<file path="src/rtl/branch_predictor_pkg.sv">
// -----------------------------------------------------------------------------
// branch_predictor_pkg
// Shared types for the fetch-side branch predictor:
//   op_type      - resolved instruction class delivered by the EX stage
//   btb_entry_t  - one BTB entry {valid, tag, target, ctr, is_jump}
//   CTR_WEAK_T / CTR_WEAK_NT - 2-bit counter encodings used for alloc/reset
//   is_ctrl_op() - true for instruction classes that redirect control flow
// -----------------------------------------------------------------------------
package branch_predictor_pkg;

  typedef enum logic [2:0] {
    OP_ALU    = 3'd0,
    OP_LOAD   = 3'd1,
    OP_STORE  = 3'd2,
    OP_BRANCH = 3'd3,
    OP_JAL    = 3'd4,
    OP_JALR   = 3'd5,
    OP_LUI    = 3'd6,
    OP_SYSTEM = 3'd7
  } op_type;

  // Widest tag any legal table size needs (ENTRIES >= 2 leaves at most 29 tag
  // bits). Smaller tables zero-extend into this field; the constant upper
  // bits are pruned by synthesis.
  localparam int TAG_MAX_W = 29;

  localparam logic [1:0] CTR_WEAK_T  = 2'b10;
  localparam logic [1:0] CTR_WEAK_NT = 2'b01;

  typedef struct packed {
    logic                 valid;
    logic [TAG_MAX_W-1:0] tag;
    logic [31:0]          target;
    logic [1:0]           ctr;
    logic                 is_jump;
  } btb_entry_t;

  localparam btb_entry_t ENTRY_RESET = '{
    valid:   1'b0,
    tag:     '0,
    target:  32'h0,
    ctr:     CTR_WEAK_NT,
    is_jump: 1'b0
  };

  function automatic logic is_ctrl_op(input op_type op);
    return (op == OP_BRANCH) || (op == OP_JAL) || (op == OP_JALR);
  endfunction

endpackage

</file>
<file path="src/rtl/branch_predictor_sat_counter2.sv">
// -----------------------------------------------------------------------------
// sat_counter2
// Combinational next-state for a 2-bit saturating up/down counter.
//   i_ctr - current counter value
//   i_up  - 1: count up (saturate at 2'b11), 0: count down (saturate at 2'b00)
//   o_ctr - next counter value
// -----------------------------------------------------------------------------
module sat_counter2 (
  input  logic [1:0] i_ctr,
  input  logic       i_up,
  output logic [1:0] o_ctr
);

  // NOTE: assign a default first in every always_comb so no path leaves the
  // output unassigned; otherwise a latch is inferred.
  always_comb begin
    o_ctr = i_ctr;
    if (i_up) begin
      if (i_ctr != 2'b11) o_ctr = i_ctr + 2'd1;
    end else begin
      if (i_ctr != 2'b00) o_ctr = i_ctr - 2'd1;
    end
  end

endmodule

</file>
<file path="src/rtl/branch_predictor.sv">
// -----------------------------------------------------------------------------
// branch_predictor
// Direct-mapped BTB with 2-bit saturating direction counters. Predicts the
// fetch PC's next address, checks resolved outcomes from EX, raises a
// redirect on mispredict and trains the table.
// Ports:
//   clk, rst_n                 - clock (rising edge), async active-low reset
//   if_valid, if_pc            - fetch lookup request
//   pred_taken, pred_target    - combinational prediction for if_pc
//   ex_valid, ex_optype,
//   ex_pc, ex_taken, ex_target - resolved instruction from EX
//   ex_pred_taken,
//   ex_pred_target             - prediction that travelled with it
//   mispredict, redirect_pc    - combinational flush request and correct PC
//   ctrl_count                 - resolved control-flow instructions (sat.)
//   mispredict_count           - mispredictions (sat.)
// -----------------------------------------------------------------------------
module branch_predictor
  import branch_predictor_pkg::*;
#(
  parameter  int ENTRIES = 16,
  localparam int IDX_W   = $clog2(ENTRIES),
  localparam int TAG_W   = 30 - IDX_W
) (
  input  logic        clk,
  input  logic        rst_n,
  input  logic        if_valid,
  input  logic [31:0] if_pc,
  output logic        pred_taken,
  output logic [31:0] pred_target,
  input  logic        ex_valid,
  input  op_type      ex_optype,
  input  logic [31:0] ex_pc,
  input  logic        ex_taken,
  input  logic [31:0] ex_target,
  input  logic        ex_pred_taken,
  input  logic [31:0] ex_pred_target,
  output logic        mispredict,
  output logic [31:0] redirect_pc,
  output logic [31:0] ctrl_count,
  output logic [31:0] mispredict_count
);

  btb_entry_t r_table [ENTRIES];
  logic [31:0] r_ctrl_count;
  logic [31:0] r_mispredict_count;

  // ---------------------------------------------------------------- lookup
  logic [IDX_W-1:0]     w_if_idx;
  logic [TAG_MAX_W-1:0] w_if_tag;
  btb_entry_t           w_if_entry;
  logic                 w_if_hit;

  assign w_if_idx   = if_pc[IDX_W+1:2];
  assign w_if_tag   = TAG_MAX_W'(if_pc[31 -: TAG_W]);
  assign w_if_entry = r_table[w_if_idx];
  assign w_if_hit   = w_if_entry.valid && (w_if_entry.tag == w_if_tag);

  // Reads registered state only, so a same-cycle update to this index is not
  // visible until the following cycle.
  assign pred_taken  = if_valid && w_if_hit && (w_if_entry.is_jump || w_if_entry.ctr[1]);
  assign pred_target = pred_taken ? w_if_entry.target : if_pc + 32'd4;

  // ------------------------------------------------------------ EX checking
  logic [IDX_W-1:0]     w_ex_idx;
  logic [TAG_MAX_W-1:0] w_ex_tag;
  btb_entry_t           w_ex_entry;
  logic                 w_ex_hit;
  logic                 w_ex_ctrl;
  logic [31:0]          w_ex_pc4;

  assign w_ex_idx   = ex_pc[IDX_W+1:2];
  assign w_ex_tag   = TAG_MAX_W'(ex_pc[31 -: TAG_W]);
  assign w_ex_entry = r_table[w_ex_idx];
  assign w_ex_hit   = w_ex_entry.valid && (w_ex_entry.tag == w_ex_tag);
  assign w_ex_ctrl  = ex_valid && is_ctrl_op(ex_optype);
  assign w_ex_pc4   = ex_pc + 32'd4;

  always_comb begin
    mispredict  = 1'b0;
    redirect_pc = w_ex_pc4;
    if (w_ex_ctrl) begin
      mispredict = (ex_taken != ex_pred_taken) ||
                   (ex_taken && (ex_target != ex_pred_target));
      if (ex_taken) redirect_pc = ex_target;
    end else if (ex_valid && ex_pred_taken) begin
      // A non-branch was predicted taken: the BTB entry is stale.
      mispredict = 1'b1;
    end
  end

  // ------------------------------------------------------------ table update
  logic [1:0] w_ctr_next;
  logic       w_wr_en;
  btb_entry_t w_wr_entry;

  sat_counter2 u_ctr (
    .i_ctr (w_ex_entry.ctr),
    .i_up  (ex_taken),
    .o_ctr (w_ctr_next)
  );

  always_comb begin
    w_wr_en    = 1'b0;
    w_wr_entry = w_ex_entry;
    if (w_ex_ctrl) begin
      if (w_ex_hit) begin
        w_wr_en            = 1'b1;
        w_wr_entry.ctr     = w_ctr_next;
        w_wr_entry.is_jump = (ex_optype != OP_BRANCH);
        if (ex_taken) w_wr_entry.target = ex_target;
      end else if (ex_taken) begin
        w_wr_en    = 1'b1;
        w_wr_entry = '{valid:   1'b1,
                       tag:     w_ex_tag,
                       target:  ex_target,
                       ctr:     CTR_WEAK_T,
                       is_jump: (ex_optype != OP_BRANCH)};
      end
    end else if (ex_valid && w_ex_hit) begin
      w_wr_en          = 1'b1;
      w_wr_entry.valid = 1'b0;
    end
  end

  // NOTE: this table must be reset (every entry invalid, counters weakly
  // not-taken), so it is built from flops rather than an inferred RAM.
  always_ff @(posedge clk or negedge rst_n) begin
    if (!rst_n) begin
      for (int i = 0; i < ENTRIES; i++) r_table[i] <= ENTRY_RESET;
    end else if (w_wr_en) begin
      // NOTE: sequential state uses non-blocking assignments so every flop
      // samples pre-edge values regardless of statement order.
      r_table[w_ex_idx] <= w_wr_entry;
    end
  end

  // ------------------------------------------------------------ statistics
  always_ff @(posedge clk or negedge rst_n) begin
    if (!rst_n) begin
      r_ctrl_count       <= 32'h0;
      r_mispredict_count <= 32'h0;
    end else begin
      if (w_ex_ctrl && (r_ctrl_count != 32'hFFFF_FFFF))
        r_ctrl_count <= r_ctrl_count + 32'd1;
      if (mispredict && (r_mispredict_count != 32'hFFFF_FFFF))
        r_mispredict_count <= r_mispredict_count + 32'd1;
    end
  end

  assign ctrl_count       = r_ctrl_count;
  assign mispredict_count = r_mispredict_count;

  // Byte-offset bits of word-aligned PCs carry no information.
  logic w_unused;
  assign w_unused = ^{if_pc[1:0], ex_pc[1:0]};

endmodule

</file>
<file path="config.mk">
export PLATFORM = sky130hd
export DESIGN_NAME = branch_predictor
export DESIGN_NICKNAME = d
export VERILOG_FILES = /design/src/rtl/branch_predictor_pkg.sv /design/src/rtl/branch_predictor_sat_counter2.sv /design/src/rtl/branch_predictor.sv
export SDC_FILE = /design/constraint.sdc
export NUM_CORES = 2
export LEC_CHECK = 0
export CORE_ASPECT_RATIO = 0.75
export CORE_MARGIN = 3
export CORE_UTILIZATION = 40
export DETAILED_ROUTE_END_ITERATION = 7
export DONT_BUFFER_PORTS = 1
export SETUP_SLACK_MARGIN = 0.15
export SLEW_MARGIN = 20
export SYNTH_ARGS = -nofsm -noshare
export SYNTH_HDL_FRONTEND = slang
export SYNTH_SLANG_ARGS = --single-unit
</file>
<file path="constraint.sdc">
create_clock -name clk -period 12.7 [get_ports clk]
set_input_delay 1.905 -clock clk [delete_from_list [all_inputs] [get_ports clk]]
set_output_delay 1.905 -clock clk [all_outputs]
set_load 0.03 [all_outputs]
</file>
# Yosys cells after proc, flatten, opt, wreduce, memory -nomap -nowiden

Index checks and enable logic that the tools add are counted.

$add $sub $neg: 6
Magnitude comparators: 3
Eq/ne operators: 11
Multiplexer cells: 28
Bitwise operators: 2
Reductions and logical operators: 16

Operator list:

| cell                                                                         | count |
|---|---|
| 1040-bit bitwise mux                                                         | 1 |
| 65-bit binary-select mux with 4-bit select                                   | 2 |
| 65-bit two-way mux                                                           | 6 |
| 65-bit demux with 4-bit select                                               | 1 |
| 32-bit two-way mux                                                           | 4 |
| 32-bit by 1-bit adder with 32-bit output, second input constant              | 2 |
| 32-bit by 3-bit adder with 32-bit output, second input constant              | 2 |
| 64-bit two-way mux                                                           | 1 |
| 32-bit != test, second input constant                                        | 2 |
| 29-bit by 26-bit equality test with 1-bit output                             | 2 |
| 35-bit two-way mux                                                           | 1 |
| 32-bit != test                                                               | 1 |
| 30-bit two-way mux                                                           | 1 |
| 1-bit logical AND                                                            | 11 |
| 5-bit greater-or-equal comparator, second input constant                     | 2 |
| 4-bit NOT with 5-bit output                                                  | 2 |
| 1-bit two-way mux                                                            | 8 |
| 3-bit equality test, second input constant                                   | 2 |
| 2-bit two-way mux                                                            | 3 |
| 5-bit by 1-bit less-than comparator with 1-bit output, second input constant | 1 |
| 1-bit logical OR                                                             | 4 |
| 3-bit by 2-bit equality test with 1-bit output, second input constant        | 1 |
| 3-bit by 2-bit != test with 1-bit output, second input constant              | 1 |
| 2-bit by 1-bit adder with 2-bit output, second input constant                | 1 |
| 4 further kinds                                                              | 4 |

Register bits after elaboration: 1,104
Input bits: 137
Output and inout port bits: 130
Logic and storage cells: 148

# Logic depth before layout (Yosys ltp)

Depth after elaboration: 10
Gate-level depth with buffers: 17
Depth with buffers taken out: 10

# Hierarchy

A second synthesis with hierarchy kept.

Cells, all modules: 4,529
Area total of the unflattened synthesis: 62,243.4 um^2

Modules (own cells, without submodules):

| module           | times used | cells an instance | area each (um^2) | seq. area each (um^2) |
|---|---|---|---|---|
| branch_predictor | 1          | 4,526             | 62,217.2         | 27,646.5 |
| sat_counter2     | 1          | 3                 | 26.3             | 0.0 |

# Worst setup path before layout

No wires, ideal clock.

Path type: in2out
Start: input if_pc[2]
End: output pred_taken
Arrival: 5.408 ns
Data required time: 10.795 ns
Path slack: 5.387 ns
Stages on the path: 9
Path buffers: 3
Path through: clkbuf_1 buf_1 buf_1 mux4_2 mux4_2 xnor2_1 nand4_1 or4_1 nor3_1

Word-level cells in the longest chain between the ends: 8
Elaborated cells on any way between the ends: 9
Classes of those cells: 1 x eq/ne; 3 x mux; 1 x bitwise; 4 x reduce/logical

RTL lines:

| what                                                    | line                   | source |
|---|---|---|
| start: declaration                                      | branch_predictor.sv:28 | `input logic [31:0] if_pc,` |
| 4-bit NOT with 5-bit output (not written as such) *     | branch_predictor.sv:56 | `assign w_if_entry = r_table[w_if_idx];` |
| 65-bit binary-select mux with 4-bit select *            | branch_predictor.sv:56 |  |
| 65-bit two-way mux (not written as such) * (2 in a row) | branch_predictor.sv:56 |  |
| 29-bit by 26-bit equality test with 1-bit output        | branch_predictor.sv:57 | `assign w_if_hit = w_if_entry.valid && (w_if_entry.tag == w_if_tag);` |
| 1-bit logical AND                                       | branch_predictor.sv:57 |  |
| 1-bit logical AND                                       | branch_predictor.sv:61 | `assign pred_taken = if_valid && w_if_hit && (w_if_entry.is_jump \|\| w_if_entry.ctr[1]);` |
| 1-bit logical AND *                                     | branch_predictor.sv:61 |  |
| end: declaration                                        | branch_predictor.sv:29 | `output logic pred_taken,` |

Mark *: on every way between the ends. The rest lies on a longest branch, timed or not. The select of a mux whose other input is x is not followed.

# Worst setup path in the final report

Start: input if_pc[2]
End: output pred_target[2]

Word-level cells in the longest chain between the ends: 9
Elaborated cells on any way between the ends: 11
Classes of those cells: 1 x add/sub; 1 x eq/ne; 4 x mux; 1 x bitwise; 4 x reduce/logical

RTL lines:

| what                                                  | line                   | source |
|---|---|---|
| 4-bit NOT with 5-bit output (not written as such)     | branch_predictor.sv:56 |  |
| 65-bit binary-select mux with 4-bit select            | branch_predictor.sv:56 |  |
| 65-bit two-way mux (not written as such) (2 in a row) | branch_predictor.sv:56 |  |
| 29-bit by 26-bit equality test with 1-bit output      | branch_predictor.sv:57 |  |
| 1-bit logical AND                                     | branch_predictor.sv:57 |  |
| 1-bit logical AND (2 in a row)                        | branch_predictor.sv:61 |  |
| 32-bit two-way mux *                                  | branch_predictor.sv:62 | `assign pred_target = pred_taken ? w_if_entry.target : if_pc + 32'd4;` |
| end: declaration                                      | branch_predictor.sv:30 | `output logic [31:0] pred_target,` |

Marks and branches as above.

==> run metrics <==
status=complete, no violations; async set-or-reset flop fraction in the synthesized netlist=100%; Critical Path, Cell by Cell=mux4_2 > mux4_2 > xnor2_1 > nand4_1 > nor3_1 > nand3_2 > a21oi_1; Yosys top cell area share=44.7%; router iterations before antenna repair=5; Tcrit/Tclk final=58.2%; CTS Hold Buffers Added=0; PnR worst setup slack=around 5.3 ns; Max-slew headroom=22.5%; Commonest cells post-synth=dfrtp_1 (1088), mux2_2 (993), mux4_2 (558), nand2_1 (218), xnor2_1 (159); cell with the most instances after synthesis=dfrtp_1; Least-Margin Pin Slew=1.17 ns; core area=approximately 150000 um^2; #FFs+latches synth=1104; synth unique cells=74; Die Footprint=157000 um^2; RD Place Congestion=0.845; antenna viol nets, final=0; share of layout cells above drive strength 1=46.7%; die height=344 um; Metal-1 WL=slightly above 80000 um; Routed met3 length=12100 um; CTS Sinks=1104; YS warnings=0; RSZ-0062 raised after global routing=no; initial drt markers=3477; CP required=10.80 ns; CTS max path bufs=3; global-route wire length before repair=approximately 270000 um; syn nets=4259; TritonCTS Buffers=114; hold_ws=0.499 ns; Clock Latency Late Sink=0.76 ns; Worst Hold Path Cells=1; f_max=roughly 140 MHz; Crit path max-delay family=multiplexers; Root Driver=clkbuf_16; pins over their slew limit=0; Final Critical Period=approximately 7.4 ns; Total GRT Usage=23.6%; Worst Reg-to-Reg Cells=10; Primary FF master, synth=dfrtp_1; Worst Clk Skew=0.0459 ns; initial antenna violation count=6; drt drc=0; WL per Instance=30.8 um; Leak=0.0292 uW; WP depth=7; CP max-delay cell=a21oi_1; setup bufs post-CTS=0; CTS resizes=0; drt total wl=186000 um; Starting Density=40.4%; Max Cap Violations=0; Layout fillers=13300; Setup-failing EPs final=0; Cell Area, Synth=60900 um^2; Row Count=123; vias per inst=6.16; critical path class=input pin to output port; CP Launch Type=input pin; Tightest Hold Check Type=flip-flop to flip-flop; port buffer count=0; GRT overflow=0; largest net degree at the start of global routing=258; Hold Violations, Final=0; htree depth=3; crit-path max FO=between 200 and 300; Setup TNS=0 ns; vias in the first global route=between 30000 and 40000; NumNets Final=4080; CP peak stage delay=~0.92 ns; area delta synth->final=8.45%; CP Capture Type=output port; post-synth top area cell=dfrtp_1; Vias=37200; CTS tree=built; CTS clk-pin slew, worst paths=0.06 ns; worst-case vdd ir drop=~0.00013 V; wire length on met2=83200 um; post-synthesis sequential area ratio=45.4%; Syn Area/Cell=14.8 um^2; DP Worst Slack=between 5 and 6 ns; Ports=267; CP arrival=5.48 ns; Die X=457 um; Mapped Cells=4115; Worst path most repeated cell=mux4_2; PwrDens=~120 nW/um^2; Final HPWL DP=112000 um; largest cells by area after synthesis=dfrtp_1 (45%), mux4_2 (21%), mux2_2 (18%), xnor2_1 (2.3%), nand2_1 (1.3%); EDFF count, synth=0; buffer and inverter count on the worst path=0; max layer used=met4
sequential cells by signal, indices dropped and copies added (netlist names):
register,count
ctrl_count,32
mispredict_count,32
r_table,1040
layout make-up:
class / count / area, um^2 / share of cell area (%)
timing repair buffer: 62 / 539 / 0.816
inverter: 29 / 111 / 0.169
clock buffer: 176 / 3510 / 5.32
sequential: 1104 / 27600 / 41.8
multi-input combinational: 2625 / 31300 / 47.5
tap: 2000 / 2500 / 3.79
antenna: 6 / 15.0 / 0.0227
clock inverter: 32 / 387 / 0.585
per-stage QoR:
stage / util [%] / power [uW] / instances / instance area (um^2)
after CTS: 43.8 / 8030 / 6028 / 66000
after global routing: 43.8 / 8230 / 6032 / 66100
after floorplan: - / 4360 / 4115 / 60900
after global placement: 41.2 / 4500 / 5820 / 62100
final: 43.8 / 7960 / 6034 / 66100
after detailed placement: 41.2 / 4510 / 5820 / 62100
worst paths after layout:
| path | start | slack (ns) | end |
|---|---|---|---|
| max | if_pc[2] | 5.31 | pred_target[2] |
| min | r_table[841]$_DFFE_PN0P_ | 0.50 | r_table[841]$_DFFE_PN0P_ |
| max reg2reg | r_table[295]$_DFFE_PN0P_ | 6.73 | r_table[381]$_DFFE_PN0P_ |
| min in group asynchronous | rst_n | 1.11 | ctrl_count[10]$_DFFE_PN0P_ |
| max in group asynchronous | rst_n | 9.15 | r_table[1015]$_DFFE_PN0P_ |
| min reg2reg | r_table[841]$_DFFE_PN0P_ | 0.50 | r_table[841]$_DFFE_PN0P_ |
power by group:
group | internal, uW | switching (uW) | total, uW
clock network | 2020 | 1490 | 3510
registers | 3640 | 140 | 3780
logic | 327 | 348 | 675
total | 5980 | 1980 | 7960
cells in the final DEF, fill, tap and decap left out, drive strengths merged, types with 30 or more instances in the layout:
master	instances
mux2	1058
nor2	77
xnor2	160
mux4	558
nand3	60
dfrtp	1088
o21ai	47
nand2	218
clkbuf	176
mux2i	78
a21oi	30
nor2b	54
xor2	44
nand4	46
buf	62
per-layer routing:
layer | global-route usage [%] | up-vias
met3 | 4.59 | 305
met5 | 0 | -
met4 | 10.2 | 0
met1 | 33.4 | 20300
met2 | 35.4 | 1256
li1 | - | 15300
logic make-up after synthesis:
logic type / Yosys count / synth area share [%]
multiplexers: 1694 / 41.7
flip-flops: 1104 / 45.4
AND/OR/NAND/NOR: 562 / 4.58
buffers and inverters: 386 / 3.48
XOR/XNOR: 204 / 2.95
AO/OA/AOI/OAI: 157 / 1.73
adder cells (fa/ha/maj): 8 / 0.160
Power figures use the tool's default switching activity.
